## config.mk

```make
export PLATFORM = sky130hd
export DESIGN_NAME = gf16_reduce_acc
export DESIGN_NICKNAME = d
export VERILOG_FILES = /design/src/rtl/gf16_reduce_acc.sv
export SDC_FILE = /design/constraint.sdc
export NUM_CORES = 1
export LEC_CHECK = 0
export ABC_AREA = 1
export CAP_MARGIN = 20
export CORE_UTILIZATION = 49
export DETAILED_ROUTE_END_ITERATION = 6
export GPL_TIMING_DRIVEN = 0
export PLACE_DENSITY = 0.75
export SYNTH_ARGS = -nofsm -noshare
export SYNTH_HDL_FRONTEND = slang
export SYNTH_SLANG_ARGS = --single-unit
```

## constraint.sdc

```tcl
create_clock -name clk -period 2.3 [get_ports clk]
set_input_delay 0.575 -clock clk [delete_from_list [all_inputs] [get_ports clk]]
set_output_delay 0.575 -clock clk [all_outputs]
set_load 0.02 [all_outputs]
```

## src/rtl/gf16_reduce_acc.sv

```systemverilog
// Two-stage GF(2^16) reducer for 31-bit carry-less products with optional
// XOR accumulation of a burst into a single 16-bit result.
module gf16_reduce_acc #(
  parameter logic [15:0] POLY = 16'h002B
) (
  input  logic        clk,
  input  logic        rst_n,
  input  logic        in_valid,
  output logic        in_ready,
  input  logic [30:0] in_prod,
  input  logic        in_last,
  output logic        out_valid,
  input  logic        out_ready,
  output logic [15:0] out_data
);

  // The upper byte must be clear so both fold widths below are exact.
  if (POLY[15:8] != 8'h00) begin : g_poly_check
    $error("gf16_reduce_acc: POLY[15:8] must be zero");
  end

  function automatic logic [21:0] fold_hi(input logic [14:0] v);
    logic [21:0] f;
    f = '0;
    for (int k = 0; k < 15; k++) begin
      if (v[k]) f = f ^ ({6'h00, POLY} << k);
    end
    return f;
  endfunction

  function automatic logic [15:0] fold_lo(input logic [5:0] v);
    logic [15:0] f;
    f = '0;
    for (int k = 0; k < 6; k++) begin
      if (v[k]) f = f ^ (POLY << k);
    end
    return f;
  endfunction

  logic [21:0] t_d, t_q;
  logic        s1_valid_d, s1_valid_q;
  logic        s1_last_d, s1_last_q;
  logic [15:0] acc_d, acc_q;
  logic        out_valid_d, out_valid_q;
  logic [15:0] out_data_d, out_data_q;

  logic        s1_advance;
  logic        in_fire;
  logic [15:0] r;
  logic [15:0] a;

  // Non-last beats only touch acc, so only a last beat can be held by a full output.
  always_comb begin
    s1_advance = s1_valid_q && (!s1_last_q || !out_valid_q || out_ready);
    in_ready   = rst_n && (!s1_valid_q || s1_advance);
    in_fire    = in_valid && in_ready;
    r          = t_q[15:0] ^ fold_lo(t_q[21:16]);
    a          = acc_q ^ r;

    t_d         = t_q;
    s1_valid_d  = s1_valid_q;
    s1_last_d   = s1_last_q;
    acc_d       = acc_q;
    out_valid_d = out_valid_q;
    out_data_d  = out_data_q;

    if (out_valid_q && out_ready) out_valid_d = 1'b0;

    if (s1_advance) begin
      s1_valid_d = 1'b0;
      if (s1_last_q) begin
        out_valid_d = 1'b1;
        out_data_d  = a;
        acc_d       = '0;
      end else begin
        acc_d = a;
      end
    end

    if (in_fire) begin
      t_d        = {6'h00, in_prod[15:0]} ^ fold_hi(in_prod[30:16]);
      s1_last_d  = in_last;
      s1_valid_d = 1'b1;
    end
  end

  always_ff @(posedge clk or negedge rst_n) begin
    if (!rst_n) begin
      t_q         <= '0;
      s1_valid_q  <= 1'b0;
      s1_last_q   <= 1'b0;
      acc_q       <= '0;
      out_valid_q <= 1'b0;
      out_data_q  <= '0;
    end else begin
      t_q         <= t_d;
      s1_valid_q  <= s1_valid_d;
      s1_last_q   <= s1_last_d;
      acc_q       <= acc_d;
      out_valid_q <= out_valid_d;
      out_data_q  <= out_data_d;
    end
  end

  assign out_valid = out_valid_q;
  assign out_data  = out_data_q;

endmodule

```

==> impl_metrics.env, run 1 <==
export IMPL_rsz0062_at_grt="no"
export IMPL_slowest_stage="clkdlybuf4s50_1"
export IMPL_p_clk_frac=0.187
export IMPL_cp_arrival_ps=1620
export IMPL_power_frac_comb=0.391
export IMPL_cts_root_buf="clkbuf_8"
export IMPL_wl_met3_um=189
export IMPL_cts_path_max_buffers=2
export IMPL_syn_area_sq_mm=0.003136
export IMPL_route_detailed_wl_per_inst_um=10.92
export IMPL_synth_adder_area_share=0
export IMPL_grt_pass1_vias=2529
export IMPL_globalplace_congestion=0.7759
export IMPL_clock_skew_ps=10.01
export IMPL_cpPeakStageDelay_ps=400
export IMPL_swShare=0.3582
export IMPL_hpwl_um=4848
export IMPL_critical_path_top_cell_by_count="inv_1"
export IMPL_routed_wl_um=6158
export IMPL_grt_max_degree=35
export IMPL_io_pins=54
export IMPL_seq_power_share=0.422
export IMPL_nNetsFinal=524
export IMPL_core_sq_mm=0.006061
export IMPL_design_die_area_sq_mm=0.006723
export IMPL_floorplan_die_width_um=82.00
export IMPL_antennaDiodeCount=0
export IMPL_insertion_delay_ps=310
export IMPL_rows=28
export IMPL_status="complete, no violations"
export IMPL_yosys_warnings=0
export IMPL_critPathLaunchType="primary input"
export IMPL_yosysMostFrequentCell="nand2_1"
export IMPL_drv_cap=0
export IMPL_p_int_uw=2267
export IMPL_yosys_area_share_simple=0.3260
export IMPL_synth_nets=466
export IMPL_post_route_min_period_ps=2200
export IMPL_cts_sinks=55
export IMPL_cp_required_ps=1730
export IMPL_synth_compound_area_frac=0.03711
export IMPL_power_per_cell_area_mw_per_mm2=912.1
export IMPL_fin_total_pwr_uw=3532
export IMPL_path_clk_slew_ps=100
export IMPL_layoutNonFillerInstCount=564
export IMPL_yosys_area_top_type="dfrtp_1"
export IMPL_whs_ps=148.2
export IMPL_antenna_found_initial=0
export IMPL_setup_viol=0
export IMPL_synth_top_family_by_area="simple AND/OR/NAND/NOR gates"
export IMPL_port_buffers=50
export IMPL_yosys_top_cells_area="dfrtp_1, nand2_1, xnor2_1"
export IMPL_critPathMaxFanout=3
export IMPL_wl_met2_um=2797
export IMPL_vias=2678
export IMPL_layout_worst_path_cycle_share=0.9563
export IMPL_p_leak_uw=0.002088
export IMPL_dr_pass1_iters=4
export IMPL_synthMuxAreaShare=0
export IMPL_cp_num_buf_inv=4
export IMPL_hold_viol_final=0
export IMPL_ys_seq_area_frac=0.4389
export IMPL_synth_flop_cell="dfrtp_1"
export IMPL_yosysTopAreaCellShare=0.4389
export IMPL_synth_cell_types=19
export IMPL_maxUsedRoutingLayer="met4"
export IMPL_peakVddDrop_uv=698.0
export IMPL_switchingPower_uw=1265
export IMPL_synth_edf_count=0
export IMPL_crit_chain="clkdlybuf4s50_1 > inv_1 > nand4_4 > nand2_1 > inv_1 > dlygate4sd2_1"
export IMPL_numCtsBuffers=5
export IMPL_drc_errors=0
export IMPL_ys_top_cells_by_count="nand2_1, dfrtp_1, inv_1, nand3_1, xnor2_1"
export IMPL_initial_core_util=0.5173
export IMPL_path_class="in -> out"
export IMPL_grt_total_usage=0.2145
export IMPL_drive_above_1_share=0.05317
export IMPL_r2r_slack_ps=900
export IMPL_worstRegToRegCells=5
export IMPL_r2r_end="out_data[7]"
export IMPL_crit_family="buffers and inverters"
export IMPL_fmax_mhz=454.6
export IMPL_cts_tree="yes"
export IMPL_routed_via_density=4.748
export IMPL_syn_area_per_cell_sq_um=7.292
export IMPL_syn_to_final_growth_pct=23.50
export IMPL_die_h_um=82.00
export IMPL_cp_end_kind="output pin"
export IMPL_drtIter0Drc=132
export IMPL_slew_violations=0
export IMPL_timing_rr_start="out_valid"
export IMPL_synth_xor_area_frac=0.1089
export IMPL_ys_ff_latch=55
export IMPL_synthCells=430
export IMPL_grt_pass1_wl_um=11080
export IMPL_m1WireLength_um=3094
export IMPL_slew_headroom=0.7772
export IMPL_worst_pin_slew_ps=334.2
export IMPL_htreeDepth=2
export IMPL_async_flop_share=1.000
export IMPL_grt_overflow_total=0
export IMPL_ant_nets=0
export IMPL_place_inst=556
export IMPL_min_path_type="in -> async"
## placed cells by master (no fill, tap or decap), drive strengths merged, types with 2 or more instances in the layout
cell type / instances
buf: 9
clkbuf: 8
clkdlybuf4s50: 48
clkinv: 2
dfrtp: 55
inv: 56
nand2: 200
nand3: 47
o21ai: 21
xnor2: 30
xor2: 9
## power groups by stage
stage / clock (uW) / combinational, uW / sequential (uW)
after floorplan: 0 / 696 / 1650
after global routing: 706 / 1580 / 1530
after detailed placement: 0 / 1380 / 1510
final: 661 / 1380 / 1490
after global placement: 0 / 1340 / 1490
after CTS: 672 / 1390 / 1490
## layout make-up
cell class	instances	area, sq um
clock inverter	2	35.03
tap	75	93.84
timing repair buffer	51	516.7
inverter	57	216.5
sequential	55	1376
fill	553	2188
buffer	9	62.56
clock buffer	6	82.58
multi-input combinational	309	1489
## kinds of logic after synthesis
family                 after synthesis
buffers and inverters               66
XOR/XNOR                            39
AND/OR/NAND/NOR                    249
flip-flops                          55
AO/OA/AOI/OAI                       21
## stage by stage
step / utilization / setup TNS (ps) / area [sq um] / setup slack, ps
4_1_cts: 0.6375 / 0 / 3864 / 76.77
3_3_place_gp: 0.6154 / -92610 / 3730 / -1999
3_5_place_dp: 0.6179 / -353.0 / 3745 / -353.0
5_1_grt: 0.6389 / 0 / 3872 / 15.38
2_1_floorplan: - / 0 / 3136 / 796.4
6_report: 0.6389 / 0 / 3872 / 100.4
## registers in the layout, indices dropped and copies added (netlist names)
name and cells:
t_q 20, out_data 16, s1_valid_q 1, s1_last_q 1, out_valid 1, acc_q 16
## per-layer routing
metal  vias up  track usage
met5         -            0
met4         0      0.05614
met3         7      0.03778
met2        53       0.3595
met1      1184       0.2844
li1       1434            -
## repair_timing
| action | CTS | global route |
|---|---|---|
| endpoints found under the setup margin | 1 | 1 |
| buffers inserted | 0 | 0 |
| hold buffers | 0 | 0 |
| resized for setup | 2 | 1 |
| pin swaps | 0 | 0 |
## worst max-delay path by stage
| stage | from | end | depth (start not counted) |
|---|---|---|---|
| CTS | out_ready | in_ready | 6 |
| global route | out_ready | in_ready | 6 |
| floorplan | out_ready | in_ready | 4 |
| detailed placement | rst_n | in_ready | 5 |
| finish | out_ready | in_ready | 6 |
| global placement | rst_n | in_ready | 4 |
No activity file was read; power rests on OpenSTA's default activity.
==> run 2, diff against run 1 <==
- CORE_UTILIZATION: 49 -> 45
- PLACE_DENSITY: 0.75 -> 0.7
==> impl_metrics.env, run 2 (same netlist as run 1, synthesis figures left out) <==
export IMPL_floorplan_die_width_um=85.48
export IMPL_path_class="in -> out"
export IMPL_antennaDiodeCount=0
export IMPL_drtIter0Drc=104
export IMPL_dp_slack_ps=-202.6
export IMPL_cts_resized=1
export IMPL_p_int_uw=2189
export IMPL_status="complete, no violations"
export IMPL_swShare=0.3614
export IMPL_p_clk_frac=0.166
export IMPL_critPathLaunchType="primary input"
export IMPL_layoutNonFillerInstCount=569
export IMPL_antenna_found_initial=0
export IMPL_numCtsBuffers=5
export IMPL_syn_to_final_growth_pct=22.79
export IMPL_critPathMaxFanout=3
export IMPL_hpwl_um=4891
export IMPL_vias=2684
export IMPL_cts_path_max_buffers=2
export IMPL_top_register="t_q"
export IMPL_routed_via_density=4.717
export IMPL_design_die_area_sq_mm=0.007306
export IMPL_worst_slack_ps=67.72
export IMPL_rsz0062_at_grt="no"
export IMPL_cts_tree="yes"
export IMPL_routed_wl_um=6189
export IMPL_hold_viol_final=0
export IMPL_nFillCells=658
export IMPL_timing_rr_start="out_valid"
export IMPL_grt_total_usage=0.1903
export IMPL_power_per_cell_area_mw_per_mm2=890.4
export IMPL_clock_skew_ps=7.620
export IMPL_nNetsFinal=524
export IMPL_initial_core_util=0.4641
export IMPL_worst_pin_slew_ps=622.2
export IMPL_grt_max_degree=31
export IMPL_layout_worst_path_cycle_share=0.9706
export IMPL_cts_hold_buffers=0
export IMPL_grt_overflow_total=0
export IMPL_finalSetupTns_ps=0
export IMPL_setup_viol=0
export IMPL_p_leak_uw=0.002083
export IMPL_cp_arrival_ps=1660
export IMPL_power_frac_comb=0.400
export IMPL_cts_root_buf="clkbuf_8"
export IMPL_place_inst=561
export IMPL_fin_total_pwr_uw=3428
export IMPL_utilization=0.5698
export IMPL_cp_end_kind="output pin"
export IMPL_ant_nets=0
export IMPL_drc_errors=0
export IMPL_min_path_type="in -> async"
export IMPL_htreeDepth=2
export IMPL_port_buffers=50
export IMPL_slew_headroom=0.5852
export IMPL_route_detailed_wl_per_inst_um=10.88
export IMPL_mostFrequentLayoutCells="nand2_1, dfrtp_1, inv_1, clkdlybuf4s50_1, nand3_1"
export IMPL_globalplace_congestion=0.7794
export IMPL_io_pins=54
export IMPL_cp_required_ps=1730
export IMPL_grt_pass1_wl_um=11020
export IMPL_largest_reg_flops=20
export IMPL_post_route_min_period_ps=2232
export IMPL_grt_pass1_vias=2451
export IMPL_path_clk_slew_ps=90
export IMPL_switchingPower_uw=1239
export IMPL_post_cts_buffers=0
export IMPL_cts_sinks=55
export IMPL_seq_power_share=0.434
export IMPL_rows=30
export IMPL_insertion_delay_ps=310
export IMPL_peakVddDrop_uv=252.9
export IMPL_drive_above_1_share=0.05112
export IMPL_setup_worst_path_start="out_ready"
export IMPL_dr_pass1_iters=6
export IMPL_fmax_mhz=448.0
export IMPL_drv_cap=0
export IMPL_die_h_um=85.48
export IMPL_core_sq_mm=0.006756
export IMPL_slew_violations=0
export IMPL_final_common_cell="nand2_1"
-- run 2: area by class of cell --
class	count	area, sq um	share of cell area
buffer	9	62.56	0.01625
clock buffer	8	100.1	0.02600
inverter	57	216.5	0.05622
multi-input combinational	309	1480	0.3845
sequential	55	1376	0.3575
tap	80	100.1	0.02600
timing repair buffer	51	514.2	0.1336
-- run 2: stage by stage --
| stage | hold WS, ps | instance area, sq um |
|---|---|---|
| after global routing | 322.0 | 3850 |
| final | 270.3 | 3850 |
| after floorplan | 279.4 | 3136 |
| after CTS | 285.4 | 3850 |
| after global placement | 463.5 | 3736 |
| after detailed placement | 465.3 | 3751 |
-- run 2: layer usage --
| metal | up-vias | global-route usage | wire [um] |
|---|---|---|---|
| met2 | 51 | 0.3113 | 2828 |
| met3 | 9 | 0.01751 | 182 |
| met5 | - | 0 | 0 |
| met1 | 1200 | 0.2642 | 3059 |
| met4 | 0 | 0.06970 | 119 |
| li1 | 1424 | - | - |
-- run 2: worst paths after layout --
kind                       depth (start not counted)  slack [ps]           to
hold reg to reg                                    2         490  out_data[2]
hold / removal                                     1         270  out_data[6]
setup reg to reg                                   5         900  out_data[7]
min in group clk                                   2         490  out_data[2]
max in group asynchronous                          2        1440      t_q[12]
setup / recovery                                   6          70     in_ready
-- run 2: worst max-delay path: stages --
cell	delay (ps)
clkdlybuf4s50_1	460
inv_1	60
nand4_2	110
nand2_1	60
inv_1	70
dlygate4sd2_1	320
-- run 2: power groups by stage --
stage	logic (uW)	registers [uW]	clock network, uW
after detailed placement	1380	1510	0
after global placement	1340	1490	0
after global routing	1550	1520	622
after floorplan	696	1650	0
final	1370	1490	569
after CTS	1380	1490	576
==> RTL change, RTL diff (flow settings as in run 2) <==
`t_q` and `out_data_q` no longer have a reset.
--- a/src/rtl/gf16_reduce_acc.sv
+++ b/src/rtl/gf16_reduce_acc.sv
@@ -86,20 +86,21 @@
 
   always_ff @(posedge clk or negedge rst_n) begin
     if (!rst_n) begin
-      t_q         <= '0;
       s1_valid_q  <= 1'b0;
       s1_last_q   <= 1'b0;
       acc_q       <= '0;
       out_valid_q <= 1'b0;
-      out_data_q  <= '0;
     end else begin
-      t_q         <= t_d;
       s1_valid_q  <= s1_valid_d;
       s1_last_q   <= s1_last_d;
       acc_q       <= acc_d;
       out_valid_q <= out_valid_d;
-      out_data_q  <= out_data_d;
     end
+  end
+
+  always_ff @(posedge clk) begin
+    t_q        <= t_d;
+    out_data_q <= out_data_d;
   end
 
   assign out_valid = out_valid_q;
Check against the original RTL: differs if rst_n is asserted again (counterexample within 4 cycles, from zero or initial values and one cycle with rst_n low); with rst_n held inactive, the same outputs for 4 cycles.
==> RTL change against run 2 <==
Area after synthesis decreased by 7.2%; first-iteration DRC count down 25%; synthesized cell count is 27% lower; global-route usage fell by 2.3 points; final area decreased by 5.9%; worst setup slack better by 0.14 ns; die area decreased by 7.0%; core utilization grew 2.4 points; non-clock buffer count decreased by 4; wire length shrank 20%; sequential cell count unchanged; critical path type unchanged; critical endpoint unchanged; highest routed layer unchanged.
Power is not compared: it rests on default switching activity, and its combinational part moved more than twofold at a synthesized area within 25%.
==> RTL change: results (changes against run 2) <==
Place
  • Worst setup slack before clock tree synthesis: -0.8489 ns (-0.6463 ns)
  • Gp weighted congestion: 0.7804 (+0.13%)
  • Port bufs: 49 (-2.0%)
  • HPWL Detailed: 3.797 mm (-22%)

Logic synthesis
  • Synth cell count leaders: sky130_fd_sc_hd__nand2_1, sky130_fd_sc_hd__inv_1, sky130_fd_sc_hd__edfxtp_1, sky130_fd_sc_hd__xnor2_1, sky130_fd_sc_hd__xor2_1
  • Synth Instances: 315 (-27%)
  • Cell types occupying the most area after synthesis: sky130_fd_sc_hd__edfxtp_1, sky130_fd_sc_hd__dfrtp_1, sky130_fd_sc_hd__nand2_1, sky130_fd_sc_hd__xnor2_1, sky130_fd_sc_hd__xor2_1
  • Distinct cell type count of the synthesized netlist: 22 (+3)
  • Async set or reset register ratio after synthesis: 0.3455 (-0.6545)
  • Number of synthesized flops with an enable pin: 36 (+36)
  • Post-synthesis net count: 351 (-25%)
  • Portion of the post-synthesis area used by sequential elements: 0.5348 (+0.09588)

Routing
  • Number of optimization iterations in the first detailed-route pass: 4 (-2)
  • WL/cell: 10.99 um (+1.0%)
  • DR vias: 2072 (-23%)

Status
  • Status: completed

Global route
  • Global-route wire length before repair: 8.321 mm (-24%)
  • Largest net degree at the start of global routing: 22 (-29%)
  • Via count of the first global-routing pass: 1884 (-23%)

Critical path
  • Crit path DAT: 1.52 ns (-0.14 ns)
  • Largest incremental delay on the critical path: 0.43 ns (-0.03 ns)
  • Worst reg2reg endpoint: t_q[8]$_DFFE_PP_
  • Reg2Reg Setup Slack: 0.55 ns (-0.35 ns)
  • Worst-case reg-to-reg path depth: 3 (-2)
  • Worst r2r src: s1_last_q$_DFFE_PN0P_

Timing
  • Clock Skew: 0.007438 ns (-0.0001816 ns)
## RTL change: cell count changes after synthesis, sizes merged, moves of 2 or more
cell	run 2	this run
and2	0	3
nand3b	0	6
nand2	200	121
or2	0	5
nand3	47	15
buf	7	5
xor2	9	21
dfrtp	55	19
o21ai	21	1
xnor2	30	32
edfxtp	0	36
nand2b	0	2
inv	56	45
## RTL change: layout make-up
| cell class | instances | share of cell area |
|---|---|---|
| multi-input combinational | 209 | 0.3161 |
| tap | 75 | 0.02591 |
| clock inverter | 2 | 0.009672 |
| clock buffer | 6 | 0.02280 |
| sequential | 55 | 0.4297 |
| inverter | 45 | 0.04663 |
| buffer | 6 | 0.01313 |
| timing repair buffer | 50 | 0.1361 |
## RTL change: what timing repair did
action | 4_1_cts | 5_1_grt
setup buffers | 0 | 1
setup endpoints to repair | 22 | 1
gates resized for setup | 5 | 4
pin swaps | 1 | 1
## RTL change: per-layer routing
| layer | global-route usage | wire length, um | part of all wire | up-vias |
|---|---|---|---|---|
| li1 | - | - | - | 1075 |
| met1 | 0.2068 | 2195 | 0.45 | 945 |
| met2 | 0.2926 | 2476 | 0.50 | 45 |
| met3 | 0.03297 | 174 | 0.035 | 7 |
| met4 | 0.05263 | 76 | 0.015 | 0 |
| met5 | 0 | 0 | 0 | - |
## RTL change: kinds of logic (layout without fill, tap and decap cells)
logic type	after synthesis	count (layout)	share of synthesized area
compound gates	2	2	0.004728
xor+xnor	53	53	0.1595
buf+inv	51	109	0.07437
flops	55	55	0.5348
simple gates	154	154	0.2266
## RTL change: power breakdown
part	switching, W	internal [W]
clock network	0.000312	0.000353
registers	0.0000759	0.00121
logic	0.000307	0.000274
total	0.000695	0.00184
